$ cat src/rtl/sm_pool_reduce.sv
// sm_pool_reduce: streaming multi-lane min/max pooling reducer for
// sign-magnitude elements. Each lane folds a window of 1..WINDOW_MAX input
// beats into one result. One result beat is emitted per window. The output
// stage is a one-entry register, so the input accepts a beat whenever the
// result register is empty or is being consumed in the same cycle.
//
// Ports:
//   clk, rst          rising-edge clock, synchronous active-high reset
//   in_valid/in_ready input handshake; in_data lane i = [i*WIDTH +: WIDTH]
//   mode              0 = min, 1 = max (sampled on the first beat of a window)
//   window_len        beats per window (sampled on first beat; 0 -> 1,
//                     values above WINDOW_MAX clamp to WINDOW_MAX)
//   flush             drop the partial window (wins over a same-cycle beat)
//   out_valid/out_ready output handshake; out_data per-lane result,
//                     out_mode is the mode used for that result
//   busy              high while a partial window is being accumulated
//
// state | meaning
// EMPTY | no partial window; next accepted beat starts a window
// ACCUM | 1 <= count < len beats of the current window folded into acc
module sm_pool_reduce #(
  parameter int WIDTH      = 9,
  parameter int LANES      = 4,
  parameter int WINDOW_MAX = 16,
  parameter int CNT_W      = $clog2(WINDOW_MAX + 1)
) (
  input  logic                   clk,
  input  logic                   rst,
  input  logic                   in_valid,
  output logic                   in_ready,
  input  logic [LANES*WIDTH-1:0] in_data,
  input  logic                   mode,
  input  logic [CNT_W-1:0]       window_len,
  input  logic                   flush,
  output logic                   out_valid,
  input  logic                   out_ready,
  output logic [LANES*WIDTH-1:0] out_data,
  output logic                   out_mode,
  output logic                   busy
);

  typedef enum logic {EMPTY, ACCUM} state_t;

  state_t                 state_q, state_d;
  logic [CNT_W-1:0]       count_q, count_d;
  logic [CNT_W-1:0]       len_q;
  logic                   mode_q;
  logic [LANES*WIDTH-1:0] acc_q;

  logic                   accept;
  logic                   first;
  logic                   done;
  logic [CNT_W-1:0]       eff_len_in;
  logic [CNT_W-1:0]       cur_len;
  logic                   cur_mode;
  logic [CNT_W-1:0]       count_inc;
  logic [LANES*WIDTH-1:0] acc_next;

  // Sign-magnitude "a < b": any negative is below any positive (so -0 < +0);
  // among negatives the larger magnitude is the smaller value.
  function automatic logic sm_lt(input logic [WIDTH-1:0] a,
                                 input logic [WIDTH-1:0] b);
    logic r;
    if (a[WIDTH-1] != b[WIDTH-1])
      r = a[WIDTH-1];
    else if (a[WIDTH-1])
      r = a[WIDTH-2:0] > b[WIDTH-2:0];
    else
      r = a[WIDTH-2:0] < b[WIDTH-2:0];
    return r;
  endfunction

  function automatic logic [WIDTH-1:0] sm_pick(input logic [WIDTH-1:0] a,
                                               input logic [WIDTH-1:0] b,
                                               input logic             m);
    logic [WIDTH-1:0] r;
    if (m)
      r = sm_lt(a, b) ? b : a;
    else
      r = sm_lt(b, a) ? b : a;
    return r;
  endfunction

  // Depends only on the registered result, never on in_valid.
  assign in_ready = !out_valid || out_ready;
  assign accept   = in_valid && in_ready;
  assign first    = (state_q == EMPTY);
  assign busy     = (state_q == ACCUM);

  always_comb begin
    eff_len_in = window_len;
    if (window_len == '0)
      eff_len_in = CNT_W'(1);
    else if (window_len > CNT_W'(WINDOW_MAX))
      eff_len_in = CNT_W'(WINDOW_MAX);
  end

  assign cur_len   = first ? eff_len_in : len_q;
  assign cur_mode  = first ? mode : mode_q;
  assign count_inc = first ? CNT_W'(1) : count_q + CNT_W'(1);
  assign done      = accept && !flush && (count_inc == cur_len);

  always_comb begin
    acc_next = '0;
    for (int i = 0; i < LANES; i++) begin
      if (first)
        acc_next[i*WIDTH +: WIDTH] = in_data[i*WIDTH +: WIDTH];
      else
        acc_next[i*WIDTH +: WIDTH] = sm_pick(acc_q[i*WIDTH +: WIDTH],
                                             in_data[i*WIDTH +: WIDTH], mode_q);
    end
  end

  always_comb begin
    state_d = state_q;
    count_d = count_q;
    if (flush) begin
      state_d = EMPTY;
      count_d = '0;
    end else if (accept) begin
      if (done) begin
        state_d = EMPTY;
        count_d = '0;
      end else begin
        state_d = ACCUM;
        count_d = count_inc;
      end
    end
  end

  always_ff @(posedge clk) begin
    if (rst) begin
      state_q <= EMPTY;
      count_q <= '0;
    end else begin
      state_q <= state_d;
      count_q <= count_d;
    end
  end

  always_ff @(posedge clk) begin
    if (rst) begin
      acc_q  <= '0;
      len_q  <= CNT_W'(1);
      mode_q <= 1'b0;
    end else if (accept && !flush && !done) begin
      acc_q  <= acc_next;
      len_q  <= cur_len;
      mode_q <= cur_mode;
    end
  end

  // A completing beat may land in the same cycle the old result is consumed;
  // the new result then simply replaces it and out_valid stays high.
  always_ff @(posedge clk) begin
    if (rst) begin
      out_valid <= 1'b0;
      out_data  <= '0;
      out_mode  <= 1'b0;
    end else if (done) begin
      out_valid <= 1'b1;
      out_data  <= acc_next;
      out_mode  <= cur_mode;
    end else if (out_ready) begin
      out_valid <= 1'b0;
    end
  end

endmodule
$ cat config.mk
export PLATFORM = sky130hd
export DESIGN_NAME = sm_pool_reduce
export DESIGN_NICKNAME = d
export VERILOG_FILES = /design/src/rtl/sm_pool_reduce.sv
export SDC_FILE = /design/constraint.sdc
export NUM_CORES = 1
export LEC_CHECK = 0
export ABC_AREA = 0
export CORE_MARGIN = 5
export CORE_UTILIZATION = 45
export CTS_BUF_LIST = sky130_fd_sc_hd__clkbuf_8
export CTS_CLUSTER_SIZE = 28
export DETAILED_ROUTE_END_ITERATION = 8
export PLACE_DENSITY = 0.68
export SLEW_MARGIN = 5
export SYNTH_ARGS = -nofsm -noshare
export SYNTH_HDL_FRONTEND = slang
export SYNTH_SLANG_ARGS = --single-unit
$ cat constraint.sdc
create_clock -name clk -period 3.78 [get_ports clk]
set_input_delay 1.134 -clock clk [delete_from_list [all_inputs] [get_ports clk]]
set_output_delay 1.134 -clock clk [all_outputs]
set_load 0.03 [all_outputs]
### Word level (Yosys, flattened, before mapping)

Index checks and enable logic that the tools add are counted.

| cells by class | value |
|---|---|
| $add $sub $neg | 1 |
| $lt $le $gt $ge | 17 |
| eq/ne operators | 9 |
| multiplexer cells | 57 |
| reductions and logical operators | 11 |

Operator list:

| cell | number |
|---|---|
| 9-bit two-way mux | 16 |
| 8-bit greater-than comparator | 8 |
| 8-bit < comparator | 8 |
| 1-bit two-way mux | 36 |
| 5-bit two-way mux | 5 |
| 1-bit != test | 8 |
| 5-bit by 1-bit adder with 5-bit output, second input constant | 1 |
| 5-bit equality test | 1 |
| 5-bit greater-than comparator, second input constant | 1 |
| 5-bit logical NOT | 1 |
| 1-bit logical AND | 4 |
| 1-bit logical NOT | 3 |
| 2-bit nonzero test | 1 |
| 2-bit OR reduction | 1 |
| 1-bit logical OR | 1 |

| storage, ports and cells | value |
|---|---|
| flip-flop bits (word level) | 86 |
| input port bits | 47 |
| output and inout bits | 40 |

### Longest topological paths before layout

| depth | value |
|---|---|
| depth in word-level cells | 8 |
| gate-level depth with buffers | 10 |
| depth with buffers taken out | 9 |

### Least setup slack after synthesis

No wires, ideal clock.

| timing | value |
|---|---|
| path type | input-to-reg |
| from | input port in_data[1] |
| to | register acc_q[1] |
| arrival | 2.949 ns |
| required time | 3.693 ns |
| setup slack | 0.744 ns |
| stages on the path | 8 |
| cells stage by stage | ha_1 nor2b_1 o211ai_1 a21o_1 a21oi_1 a211oi_1 nor3_4 o31ai_1 |

| between the ends | value |
|---|---|
| longest elaborated chain between the ends | 8 |

RTL lines:

| what | line | RTL |
|---|---|---|
| start, declared | 31 | `input logic [LANES*WIDTH-1:0] in_data,` |
| 8-bit < comparator / 8-bit greater-than comparator (equally long branches) | 69, 67 |  |
| 1-bit two-way mux | 66 | `else if (a[WIDTH-1])` |
| 1-bit two-way mux | 64 | `if (a[WIDTH-1] != b[WIDTH-1])` |
| 1-bit two-way mux | 77 | `if (m)` |
| 1-bit two-way mux | 106 | `if (first)` |
| 9-bit two-way mux, on equally long branches | 80, 78 |  |
| 9-bit two-way mux | 77 |  |
| 9-bit two-way mux * | 106 |  |
| end signal, assigned | 147 | `acc_q <= acc_next;` |
| end, declared | 48 | `logic [LANES*WIDTH-1:0] acc_q;` |

Every way passes the cells marked *; elsewhere a longest branch is shown, timed or not. The select of a mux whose other input is x is not followed.
A chain may end at the register's enable or synchronous reset.

### Final worst setup path

| timing | value |
|---|---|
| from | input port out_ready |
| to | output port in_ready |

| between the ends | value |
|---|---|
| longest elaborated chain between the ends | 1 |

RTL lines:

| what | line | RTL |
|---|---|---|
| start, declared | 36 | `input logic out_ready,` |
| 1-bit logical OR | 85 | `assign in_ready = !out_valid \|\| out_ready;` |
| end, declared | 30 | `output logic in_ready,` |

Every way passes these cells.

==> results.py <==
metrics = {
    "synthesis": {
        "avgSynthCellArea_um2": 8.15,
        "ys_top_cells_by_count": "dfxtp_1, a21oi_1, nor2_1, inv_1, o21ai_0",
        "synth.largest_area_cell": "dfxtp_1",
        "ys_types": 46,
        "netlist_area_um2": 5050,
        "synth_top_area_share_pct": 34.1,
        "ys_ff_latch": 86,
        "ys_warn_count": 0,
        "ys.flop_type": "dfxtp_1",
        "syn_nets": 708,
        "syn_inst": 620,
        "synth_area_leaders": "dfxtp_1, ha_1, a21oi_1, mux2i_1, o21ai_0",
        "yosys.cell_count.top_type": "dfxtp_1",
        "synth-edff-count": 0,
        "seq_area_frac_synth_pct": 34.1,
        "synthArstFlopShare_pct": 0,
    },
    "clocking": {
        "cts-buffers-inserted": 9,
        "cts_root_buf": "clkbuf_8",
        "insertion_delay_ps": 380,
        "clockBufferDepth": 2,
        "cts_hold_buffers": 0,
        "path_clk_slew_ps": 90,
        "htreeDepth": 3,
        "clock_sinks": 86,
        "post_cts_resized": 0,
        "cts_tree": "built",
        "post_cts_buffers": 0,
    },
    "timing": {
        "worstMarginPinSlew_ps": 530,
        "skew_ps": 12.5,
        "period_needed_ps": 3550,
        "drv_slew": 0,
        "rsz0062_at_grt": "no",
        "setup_viol": 0,
        "finalHoldViolations": 0,
        "finalSetupTns_ps": 0,
        "fin_crit_sh_pct": 94.0,
        "max_freq_ghz": 0.281,
        "layout_setup_ws_ps": 228,
        "maxSlewHeadroom_pct": 64.6,
    },
    "critical_path": {
        "cp_max_fo": 4,
        "arrival_ps": 2420,
        "critPathCaptureType": "output pin",
        "path_class": "primary input to output pin",
        "cpMostUsedCell": "clkdlybuf4s50_1",
        "cp.required_ps": 2650,
        "slowest_stage": "clkdlybuf4s50_1",
        "start_kind": "primary input",
        "crit_path_cell_trace": "clkdlybuf4s50_1 > nand2b_1 > clkdlybuf4s50_1",
        "max_stage_delay_ps": 690,
    },
    "floorplan": {
        "core_um2": 10900,
        "ios": 87,
        "die_width_um": 116,
        "num_rows": 38,
        "initial_core_util_pct": 46.2,
        "die-area_um2": 13500,
        "die_h_um": 116,
    },
    "outcome": {
        "outcome": "completed",
    },
    "pwr": {
        "pwr-share-clk_pct": 33.6,
        "p_leak_nw": 2.47,
        "ir_drop_mv": 0.182,
        "p_comb_share_pct": 18.8,
        "seqPwrFrac_pct": 47.6,
        "switchingPower_w": 0.000573,
        "power.internal_w": 0.00145,
        "powerDensity_nw_per_um2": 318,
        "switching_share_pct": 28.3,
        "total_power_w": 0.00202,
    },
    "place": {
        "dp_slack_ps": 71.9,
        "place_congestion": 0.797,
        "dp_hpwl_um": 9110,
        "placed_cell_area_um2": 6160,
        "io_buffers": 86,
    },
    "drt": {
        "drc": 0,
        "vias": 4778,
        "postRouteAntennaNets": 0,
        "avgViaCountPerCell": 5.62,
        "wl_per_cell_um": 15.6,
        "firstDrtPassIters": 4,
        "drt_wl_total_um": 13200,
        "drtIter0Drc": 280,
    },
    "hold_path": {
        "hold_class": "register to register",
    },
    "global_route": {
        "grt_pass1_wl_um": 21800,
        "grt_start_max_net_pins": 99,
        "antenna_found_initial": 0,
        "grt_pass1_vias": 4643,
        "grtUsageTotal_pct": 20.3,
        "overflow": 0,
    },
    "final_layout": {
        "nNetsFinal": 793,
        "antennaDiodeCount": 0,
        "utilization_pct": 58.2,
        "final_area_um2": 6360,
        "drive_above_1_share_pct": 7.32,
        "area_growth_pct": 25.8,
    },
    "job": {
        "maxCapViolations": 0,
    },
}
==> flip-flops by register name, summed over array words and instances (netlist names) <==
signal / count
count_q: 5
out_valid: 1
acc_q: 36
len_q: 5
mode_q: 1
out_data: 36
out_mode: 1
busy: 1
==> layout make-up <==
| type | instances | area [µm²] |
|---|---|---|
| clock buffer | 11 | 151 |
| clock inverter | 5 | 48.8 |
| fill | 1037 | 4570 |
| inverter | 43 | 161 |
| multi-input combinational | 455 | 3040 |
| sequential | 86 | 1720 |
| tap | 140 | 175 |
| timing repair buffer | 110 | 1060 |
==> worst max-delay path, delay by kind of cell <==
family                 cells  cell delay, ps
buffers and inverters      2            1140
and+or+nand+nor            1             150
==> through the flow <==
stage / instances / hold WS, ps
5_1_grt: 850 / 493
4_1_cts: 850 / 475
3_3_place_gp: 834 / 451
6_report: 850 / 466
3_5_place_dp: 834 / 463
2_1_floorplan: 620 / 440
==> kinds of logic after synthesis <==
kind of cell | synth area share, %
flops | 34.1
simple gates | 17.3
compound gates | 25.3
mux | 6.01
fa+ha+maj | 10.1
buf+inv | 6.01
xor+xnor | 1.14
==> placed cells by master, fill, tap and decap left out, types with 4 or more instances in the layout <==
cell type | Yosys | routed
dfxtp_1 | 86 | 86
nor3_1 | 5 | 5
nand3_1 | 4 | 4
o211ai_1 | 4 | 4
buf_4 | 0 | 22
o31ai_1 | 14 | 14
o21bai_1 | 25 | 25
a21oi_1 | 75 | 75
clkdlybuf4s50_1 | 0 | 85
nor2_1 | 46 | 46
mux2i_1 | 27 | 27
nand2b_1 | 8 | 8
clkbuf_8 | 0 | 11
nand4_1 | 32 | 32
nand2_1 | 37 | 37
o21ai_0 | 42 | 42
a211oi_1 | 10 | 10
ha_1 | 41 | 41
a31oi_1 | 24 | 24
nor2b_1 | 20 | 20
and2_1 | 4 | 4
inv_1 | 43 | 44
==> path summary, 6_finish.rpt <==
path | from | end | slack [ps] | cells after the start
worst max-delay path | out_ready | in_ready | 230 | 3
worst min-delay path | out_data[35] | out_data[35] | 470 | 2
worst max register to register | busy | acc_q[27] | 1030 | 8
worst min register to register | out_data[35] | out_data[35] | 470 | 2
==> routing by layer <==
layer	wire (µm)	vias to the layer above	global-route usage (%)
met5	0	-	0
met4	307	0	9.74
met3	646	25	3.55
met2	6130	124	32.8
met1	6160	2216	26.2
li1	-	2413	-
==> power by group through the flow <==
stage / registers (W) / logic [W] / clock network, W
after floorplan: 0.000992 / 0.000217 / 0
after global placement: 0.000981 / 0.000367 / 0
after detailed placement: 0.000983 / 0.000376 / 0
after CTS: 0.000962 / 0.000380 / 0.000701
after global routing: 0.000967 / 0.000424 / 0.000745
final: 0.000962 / 0.000379 / 0.000679
Note: power is estimated with default switching activity, not from simulation.
